### config.mk
export PLATFORM = sky130hd
export DESIGN_NAME = tick_scheduler
export DESIGN_NICKNAME = d
export VERILOG_FILES = /design/src/rtl/tick_pkg.sv /design/src/rtl/tap_edge_detect.sv /design/src/rtl/tick_scheduler.sv
export SDC_FILE = /design/constraint.sdc
export NUM_CORES = 1
export LEC_CHECK = 0
export CORE_MARGIN = 2
export CORE_UTILIZATION = 39
export DETAILED_ROUTE_END_ITERATION = 10
export MAX_ROUTING_LAYER = met4
export PLACE_DENSITY = 0.84
export SLEW_MARGIN = 0
export SYNTH_ARGS = -nofsm -noshare
export SYNTH_HDL_FRONTEND = slang
export SYNTH_HIERARCHICAL = 1
export SYNTH_SLANG_ARGS = --single-unit
export TNS_END_PERCENT = 50
### constraint.sdc
create_clock -name clock -period 2.4 [get_ports clock]
set_clock_uncertainty 0.15 [all_clocks]
set_input_delay 0.36 -clock clock [delete_from_list [all_inputs] [get_ports clock]]
set_output_delay 0.36 -clock clock [all_outputs]
set_load 0.01 [all_outputs]
### src/rtl/tick_pkg.sv
// Shared constants for the tick scheduler: bus widths, default tap/level
// settings, the state encoding and the level-to-tap mapping.
package tick_pkg;

    localparam int DIV_W   = 32;
    localparam int LEVEL_W = 3;
    localparam int COUNT_W = 8;
    localparam int STATE_W = 2;
    localparam int TAP_W   = 5;

    localparam int DEF_BASE_TAP        = 23;
    localparam int DEF_MAX_LEVEL       = 7;
    localparam int DEF_TICKS_PER_LEVEL = 16;

    typedef logic [STATE_W-1:0] state_t;

    localparam logic [STATE_W-1:0] ST_IDLE   = 2'd0;
    localparam logic [STATE_W-1:0] ST_RUN    = 2'd1;
    localparam logic [STATE_W-1:0] ST_PAUSED = 2'd2;
    localparam logic [STATE_W-1:0] ST_MAXED  = 2'd3;

    // Each level halves the tick period by moving one divider bit lower.
    function automatic logic [TAP_W-1:0] tap_index(input int base_tap,
                                                   input logic [LEVEL_W-1:0] lvl);
        return TAP_W'(base_tap - int'(lvl));
    endfunction

endpackage

### src/rtl/tap_edge_detect.sv
// Rising-edge detector on the selected divider tap. A flush reloads both
// history stages from the current tap so a tap switch cannot fake an edge.
module tap_edge_detect (
    input  logic clock,
    input  logic reset_n,
    input  logic tap,
    input  logic flush,
    output logic rise
);

    logic sel_q;
    logic sel_prev;

    always_ff @(posedge clock) begin
        if (!reset_n) begin
            sel_q    <= 1'b0;
            sel_prev <= 1'b0;
        end else if (flush) begin
            sel_q    <= tap;
            sel_prev <= tap;
        end else begin
            sel_q    <= tap;
            sel_prev <= sel_q;
        end
    end

    assign rise = sel_q & ~sel_prev & ~flush;

endmodule

### src/rtl/tick_scheduler.sv
// Game-step tick scheduler: derives single-cycle ticks from a divider tap chosen
// by the speed level, and raises the level automatically or on request.
//
//   state  | meaning
//   IDLE   | waiting for start, level and tick_count at 0
//   RUN    | ticking, level climbs with ticks or speed_up
//   PAUSED | no ticks, level and tick_count frozen
//   MAXED  | ticking at the top level, tick_count free-wraps
module tick_scheduler
    import tick_pkg::*;
#(
    parameter int BASE_TAP        = DEF_BASE_TAP,
    parameter int MAX_LEVEL       = DEF_MAX_LEVEL,
    parameter int TICKS_PER_LEVEL = DEF_TICKS_PER_LEVEL
) (
    input  logic               clock,
    input  logic               reset_n,
    input  logic [DIV_W-1:0]   divided_clocks,
    input  logic               start,
    input  logic               pause,
    input  logic               speed_up,
    output logic               tick,
    output logic [LEVEL_W-1:0] level,
    output logic [COUNT_W-1:0] tick_count,
    output logic [STATE_W-1:0] state
);

    localparam logic [LEVEL_W-1:0] LEVEL_TOP  = LEVEL_W'(MAX_LEVEL);
    localparam logic [COUNT_W-1:0] LAST_COUNT = COUNT_W'(TICKS_PER_LEVEL - 1);

    logic [TAP_W-1:0]   tap_sel;
    logic               tap_bit;
    logic               rise;
    logic               pause_q;
    logic               pause_rise;
    logic               level_changed;
    logic               running;
    logic               level_up;
    logic [STATE_W-1:0] state_next;
    logic [LEVEL_W-1:0] level_next;
    logic [COUNT_W-1:0] count_next;

    assign tap_sel = tap_index(BASE_TAP, level);
    assign tap_bit = divided_clocks[tap_sel];

    // level_changed is high for the first cycle on a new tap
    tap_edge_detect u_edge (
        .clock   (clock),
        .reset_n (reset_n),
        .tap     (tap_bit),
        .flush   (level_changed),
        .rise    (rise)
    );

    assign running    = (state == ST_RUN) || (state == ST_MAXED);
    assign tick       = rise & running;
    assign pause_rise = pause & ~pause_q;

    always_comb begin
        state_next = state;
        level_next = level;
        count_next = tick_count;
        level_up   = 1'b0;
        case (state)
            ST_IDLE: begin
                if (start) begin
                    state_next = ST_RUN;
                    level_next = '0;
                    count_next = '0;
                end
            end
            ST_RUN: begin
                // speed_up and an auto level-up in the same cycle still add one level
                level_up = speed_up || (tick && (tick_count == LAST_COUNT));
                if (level_up) begin
                    level_next = level + 1'b1;
                    count_next = '0;
                end else if (tick) begin
                    count_next = tick_count + 1'b1;
                end
                if (pause_rise) begin
                    state_next = ST_PAUSED;
                end else if (level_next == LEVEL_TOP) begin
                    state_next = ST_MAXED;
                end
            end
            ST_PAUSED: begin
                if (pause_rise) begin
                    state_next = (level == LEVEL_TOP) ? ST_MAXED : ST_RUN;
                end
            end
            ST_MAXED: begin
                if (tick) begin
                    count_next = tick_count + 1'b1;
                end
                if (pause_rise) begin
                    state_next = ST_PAUSED;
                end
            end
            default: state_next = ST_IDLE;
        endcase
    end

    always_ff @(posedge clock) begin
        if (!reset_n) begin
            state         <= ST_IDLE;
            level         <= '0;
            tick_count    <= '0;
            pause_q       <= 1'b0;
            level_changed <= 1'b0;
        end else begin
            state         <= state_next;
            level         <= level_next;
            tick_count    <= count_next;
            pause_q       <= pause;
            level_changed <= (level_next != level);
        end
    end

endmodule

== Word level (Yosys, flattened, before mapping) ==
Cells that the tools add are included.

* Register bits: 17
* Bits of input ports: 37
* Output and inout bits: 14
* Logic and storage cells: 54

* Add/subtract/negate cells: 3
* Magnitude comparators: 1
* Equality and inequality tests: 11
* Mux-type cells: 18
* Bitwise logic cells: 7
* Reductions and logical operators: 7

{| class="wikitable"
|+ Operators with widths
! kind !! number
|-
| 8-bit two-way mux || 3
|-
| 8-bit one-hot mux with 3 select lines || 1
|-
| 2-bit two-way mux || 6
|-
| 3-bit two-way mux || 3
|-
| 8-bit by 1-bit adder with 8-bit output (second input constant) || 1
|-
| 8-bit by 4-bit equality test with 1-bit output (second input constant) || 1
|-
| 2-bit one-hot mux with 4 select lines || 1
|-
| 3-bit equality test (second input constant) || 2
|-
| 5-bit by 6-bit < comparator with 1-bit output (second input constant) || 1
|-
| 2-bit != test (second input constant) || 3
|-
| 3-bit one-hot mux with 2 select lines || 1
|-
| 1-bit binary-select mux with 5-bit select || 1
|-
| 5-bit by 3-bit subtractor with 5-bit output (first input constant) || 1
|-
| 1-bit bitwise AND || 4
|-
| 2-bit equality test (second input constant) || 2
|-
| 4-bit AND reduction || 1
|-
| 3-bit by 1-bit adder with 3-bit output (second input constant) || 1
|-
| 3-bit by 2-bit != test with 1-bit output (second input constant) || 1
|-
| 3-bit != test || 1
|-
| 1-bit NOT || 3
|-
| 3-bit nonzero test || 1
|-
| 2-bit by 1-bit equality test with 1-bit output (second input constant) || 1
|-
| 2-bit logical NOT || 1
|-
| 1-bit logical OR || 2
|-
| other kinds (3) || 4
|}

== Depth between registers and ports, before layout ==
* Depth in word-level cells: 12
* Mapped depth: 6

== Cells and area by module ==
Netlist, hierarchy kept.

{| class="wikitable"
|+ By module, submodules not included
! module !! times used !! cells each !! area each (um^2) !! seq. area each (um^2)
|-
| tick_scheduler || 1 || 98 || 917.1 || 300.3
|-
| tap_edge_detect || 1 || 6 || 70.1 || 40.0
|}

== Worst setup path after synthesis ==
No wires, ideal clock.

* Kind: register to register
* From: register u_edge.sel_q
* To: register level[0]
* Library setup time: 72 ps
* Arrival time: 1541 ps
* Path slack: 637 ps
* Stages on the path, launching flop included: 7
* Period minus slack after synthesis: 1763 ps
* Cell sequence: dfxtp_1 > nor3b_1 > and3_1 > buf_4 > a31oi_4 > or4b_1 > mux2i_1

* Cells in the longest elaborated chain, start to end: 8

{| class="wikitable"
|+ RTL lines
! what !! RTL line !! source
|-
| start, declared || tap_edge_detect.sv:11 || <nowiki>logic sel_q;</nowiki>
|-
| start signal, assigned || tap_edge_detect.sv:19 || <nowiki>sel_q <= tap;</nowiki>
|-
| start signal, assigned || tap_edge_detect.sv:22 || <nowiki>sel_q <= tap;</nowiki>
|-
| 1-bit bitwise AND (2 in series) || tap_edge_detect.sv:27 || <nowiki>assign rise = sel_q & ~sel_prev & ~flush;</nowiki>
|-
| net rise || tick_scheduler.sv:33 || <nowiki>logic rise;</nowiki>
|-
| 1-bit bitwise AND || tick_scheduler.sv:56 || <nowiki>assign tick = rise & running;</nowiki>
|-
| 1-bit logical AND || tick_scheduler.sv:74 || <nowiki>level_up = speed_up || (tick && (tick_count == LAST_COUNT));</nowiki>
|-
| 1-bit logical OR || tick_scheduler.sv:74 ||
|-
| 3-bit two-way mux || tick_scheduler.sv:75 || <nowiki>if (level_up) begin</nowiki>
|-
| 3-bit two-way mux || tick_scheduler.sv:64 || <nowiki>case (state)</nowiki>
|-
| 3-bit one-hot mux with 2 select lines || tick_scheduler.sv:64 ||
|-
| end signal, assigned || tick_scheduler.sv:113 || <nowiki>level <= level_next;</nowiki>
|-
| end, declared || tick_scheduler.sv:23 || <nowiki>output logic [LEVEL_W-1:0] level,</nowiki>
|}

The timed path passes the listed nets, and every way through them passes these cells. The select of a mux whose other input is x is not followed.
A chain may end at the register's enable or synchronous reset.

== Worst setup path after layout ==
* From: register u_edge.sel_q
* To: output tick

* Cells in the longest elaborated chain, start to end: 3

{| class="wikitable"
|+ RTL lines
! what !! RTL line !! source
|-
| 1-bit bitwise AND (2 in series) || tap_edge_detect.sv:27 ||
|-
| net rise || tick_scheduler.sv:33 ||
|-
| 1-bit bitwise AND || tick_scheduler.sv:56 ||
|-
| end, declared || tick_scheduler.sv:22 || <nowiki>output logic tick,</nowiki>
|}

The timed path passes the listed nets, and every way through them passes these cells.

==> out/summary.md <==
Per report_power, the combinational group accounts for 16.0% of the total. The total count of max-transition violations in the final report is 0. The worst setup path is of the flip-flop to output port kind. The worst register-to-register path has a depth of 5.

The switching part of the total power came out at 25.4%. Sequential cells account for 55.8% of the total power. Counting flops with a built-in enable in the synthesized netlist gives 0. After clock tree synthesis, the clock-pin slew on the worst setup and hold paths is 0.10 ns.

The routed layout has 867 vias. During synthesis, Yosys emitted a total of 6 warnings. For this run, design rule violations remaining after detail routing come to 0.

Counting every net in the synthesized netlist gives 144. For this run, the total global-route usage over all layers was measured as 17.5%. Setup total negative slack on the finished layout was measured at 0 ns. Setup repair after global routing left no endpoint under its margin. The path with the worst hold slack has its endpoint at tick_count[1]. From bottom edge to top edge, the die measures 54.3 um. In the final design database the tool counted 171 nets. The count of clock tree sinks is 17.

Per report_power, the clock group accounts for 28.2% of the total. The worst-case IR drop observed on VDD is 0.317 mV. The level count of the clock H-tree is 1, and the clock period minus final worst setup slack is 2.21 ns. The run gives 104 as the gate count after technology mapping.

The wire length per cell after detailed routing was 13.1 um; the number of nets with antenna violations after routing was 0. In this run the critical register-to-register path is launched from u_edge/sel_q. The launch point of the worst hold path was tick_count[1].

The worst hold path passes through 2 cells. The logs give 3 for the number of buffers inserted during clock tree synthesis and 17 for the largest net degree at the start of global routing. For the switching power summed over all nets, the log shows 137 uW. In this run, synthesis produced a sequential element count of 17. In this run the critical register-to-register path is captured at level[0]. The die is 54.3 um wide. The count of cell types in the netlist was 41; the tightest slew margin relative to the limit was 61.2%.

After legalization and detailed placement, the total HPWL measured 1.61 mm. The first detailed-routing pass took 4 iterations. The maximum number of buffers from clock root to sink was 2. Setup slack on the worst reg-to-reg path comes out at 0.28 ns.

The total of endpoints with negative setup slack in the final report is 0, and the via count of the first global-routing pass is 880. The post-synthesis average cell area was 9.49 um^2. In this run the tool buffered the top-level ports with 26 buffer cells. The final critical-path share of the clock period came out at 92.0%. At the worst endpoint, the required time is 1.89 ns. STA classifies the critical path startpoint as a flip-flop.

Data on the critical path arrives at its endpoint at 1.70 ns. Of all nets on the critical path, the largest fanout is 4. After detailed routing, the total wire length is 2.10 mm. TritonCTS built the clock tree. The logs give 3.75 mm for the first-pass GRT wire length and 403 uW for the internal cell power. The number of inserted diodes is 0. Floorplan die area: 2950 um^2. The most used flip-flop cell after synthesis is sky130_fd_sc_hd__dfxtp_1. Once the clock tree was built, the setup fixing pass inserted 0 buffers. The post-synthesis instance area was 987 um^2; the proportion of synthesized flip-flops having asynchronous set or reset was 0%. For the pin with the worst max-slew slack, the measured transition is 0.581 ns. The floorplan step defined a core boundary enclosing 2430 um^2. Type of element capturing the critical path: an output port.

The flow ran to the end, and the final reports show no timing, DRC or antenna violations. Clock latency on the worst-skew pair, taken at its later pin, is 0.28 ns. Max-cap violations in this run came to 0. The run gives 0 as the number of hold-repair buffers added at the cts stage. The class of the tightest hold or removal check is flip-flop to flip-flop. The number of vias per cell was 5.42; the initial cell density of the core was 40.6%. The placed instances occupy a cell area of 1260 um^2.

Compared with the post-synthesis result, the final layout area differs by 30.2%. The final standard cell area without fillers was 1280 um^2. Pin placement for this block handled 51 I/O pins. The share of cells above drive strength 1 is 6.92%, and the number of core rows is 18. After synthesis, flip-flops and latches occupy 34.5% of the total area. Dividing total power by cell area gives a power density of 421 nW/um^2. After the first detailed-routing iteration, the DRC count stood at 13.

The cell at the root of the clock tree is sky130_fd_sc_hd__clkbuf_4. The initial antenna violation count is 0. The static power due to leakage was 0.455 nW. For the number of hold-slack violations in the final timing report, the log shows 0. The final estimated routing congestion in global placement came out at 0.776.

Based on the critical path, the design can be clocked at up to 453 MHz. The number of gates resized after CTS was 0. For the aggregate global routing overflow, the log shows 0.
metrics by stage:
stage                     hold WS (ns)  utilization, %  instances  setup slack [ns]  power [mW]
after global placement           0.336            51.7        156             0.322       0.393
after floorplan                  0.324               -        104             0.637       0.356
after CTS                        0.361            52.8        160             0.158       0.546
after global routing             0.378            52.8        160            0.0448       0.570
final                            0.355            52.8        160             0.193       0.541
after detailed placement         0.347            51.7        156             0.310       0.395
how the worst max path moves through the flow:
| stage | slack (ns) | start | cells after the start | to |
|---|---|---|---|---|
| after floorplan | 0.64 | u_edge/sel_q | 6 | level[0] |
| after global placement | 0.32 | u_edge/sel_q | 5 | level[0] |
| after detailed placement | 0.31 | u_edge/sel_q | 5 | level[0] |
| after CTS | 0.16 | u_edge/sel_q | 3 | tick |
| after global routing | 0.04 | u_edge/sel_q | 3 | tick |
| final | 0.19 | u_edge/sel_q | 3 | tick |
power groups by stage:
| stage | registers, mW | clock network, mW | logic (mW) |
|---|---|---|---|
| after floorplan | 0.305 | 0 | 0.0516 |
| after global placement | 0.308 | 0 | 0.0846 |
| after detailed placement | 0.308 | 0 | 0.0867 |
| after CTS | 0.302 | 0.156 | 0.0874 |
| after global routing | 0.304 | 0.170 | 0.0957 |
| final | 0.302 | 0.152 | 0.0866 |
synth_stat cells (2+ instances only):
| library cell | number | share of area, % |
|---|---|---|
| sky130_fd_sc_hd__and3_1 | 2 | 1.3 |
| sky130_fd_sc_hd__mux4_2 | 2 | 4.6 |
| sky130_fd_sc_hd__nor3b_1 | 2 | 1.5 |
| sky130_fd_sc_hd__buf_4 | 3 | 2.3 |
| sky130_fd_sc_hd__a22oi_1 | 2 | 1.5 |
| sky130_fd_sc_hd__ha_1 | 3 | 3.8 |
| sky130_fd_sc_hd__o21ai_0 | 2 | 1.0 |
| sky130_fd_sc_hd__o211ai_1 | 2 | 1.5 |
| sky130_fd_sc_hd__nand2b_1 | 2 | 1.3 |
| sky130_fd_sc_hd__a31oi_1 | 2 | 1.3 |
| sky130_fd_sc_hd__mux2i_1 | 4 | 4.1 |
| sky130_fd_sc_hd__nand3_1 | 2 | 1.0 |
| sky130_fd_sc_hd__o2111ai_1 | 2 | 1.8 |
| sky130_fd_sc_hd__xor2_1 | 3 | 2.7 |
| sky130_fd_sc_hd__nand4_1 | 3 | 1.9 |
| sky130_fd_sc_hd__nor2b_1 | 3 | 1.9 |
| sky130_fd_sc_hd__a21oi_1 | 2 | 1.0 |
| sky130_fd_sc_hd__nand2_1 | 10 | 3.8 |
| sky130_fd_sc_hd__inv_1 | 5 | 1.9 |
| sky130_fd_sc_hd__o2bb2ai_1 | 2 | 1.8 |
| sky130_fd_sc_hd__nor3_1 | 2 | 1.0 |
| sky130_fd_sc_hd__and2_1 | 6 | 3.8 |
| sky130_fd_sc_hd__dfxtp_1 | 17 | 34 |
| sky130_fd_sc_hd__nor2_1 | 4 | 1.5 |
flip-flops by register name, indices dropped and copies added (netlist names):
name and cells:
u_edge/sel_q 1, tick_count 8, level_changed 1, pause_q 1, level 3, state 2, u_edge/sel_prev 1
layer usage:
| metal | GRT usage [%] | part of all wire, % |
|---|---|---|
| met1 | 21.3 | 45 |
| met3 | 2.73 | 4.8 |
| met5 | - | 0 |
| met2 | 29.7 | 51 |
| met4 | 5.00 | 0 |
layout by cell type, fill, tap and decap left out, types with 2 or more instances in the layout:
cell                              netlist  routed
sky130_fd_sc_hd__nand4_1                3       3
sky130_fd_sc_hd__nand2b_1               2       2
sky130_fd_sc_hd__clkbuf_4               0       3
sky130_fd_sc_hd__ha_1                   3       3
sky130_fd_sc_hd__o2111ai_1              2       2
sky130_fd_sc_hd__nor2_1                 4       4
sky130_fd_sc_hd__and2_1                 6       6
sky130_fd_sc_hd__o211ai_1               2       2
sky130_fd_sc_hd__a22oi_1                2       2
sky130_fd_sc_hd__o21ai_0                2       2
sky130_fd_sc_hd__and3_1                 2       2
sky130_fd_sc_hd__nor3_1                 2       2
sky130_fd_sc_hd__mux4_2                 2       2
sky130_fd_sc_hd__clkdlybuf4s50_1        0      26
sky130_fd_sc_hd__dfxtp_1               17      17
sky130_fd_sc_hd__inv_1                  5       5
sky130_fd_sc_hd__nand3_1                2       2
sky130_fd_sc_hd__a21oi_1                2       2
sky130_fd_sc_hd__nor3b_1                2       2
sky130_fd_sc_hd__nand2_1               10      10
sky130_fd_sc_hd__a31oi_1                2       2
sky130_fd_sc_hd__xor2_1                 3       3
sky130_fd_sc_hd__o2bb2ai_1              2       2
sky130_fd_sc_hd__nor2b_1                3       3
sky130_fd_sc_hd__mux2i_1                4       4
worst max-delay path, cell delays in order (launching register included):
cell and delay (ns):
sky130_fd_sc_hd__dfxtp_1 0.34, sky130_fd_sc_hd__nor3b_1 0.28, sky130_fd_sc_hd__and2_1 0.23, sky130_fd_sc_hd__clkdlybuf4s50_1 0.56
layout make-up:
| class | count | area [um^2] |
|---|---|---|
| Clock buffer | 4 | 26.3 |
| Fill cell | 246 | 1150 |
| Inverter | 6 | 22.5 |
| Multi-Input combinational cell | 77 | 598 |
| Sequential cell | 17 | 340 |
| Tap cell | 30 | 37.5 |
| Timing Repair Buffer | 26 | 260 |
cells by family (layout without fill, tap and decap cells):
group                    Yosys count  in the layout  synth area share, %
XOR/XNOR                           4              4                 3.55
adder cells (fa/ha/maj)            3              3                 3.80
AO/OA/AOI/OAI                     23             23                 20.0
AND/OR/NAND/NOR                   41             41                 24.6
multiplexers                       6              6                 8.62
buffers and inverters             10             36                 4.94
flip-flops                        17             17                 34.5
(Power assumes the default switching activity.)
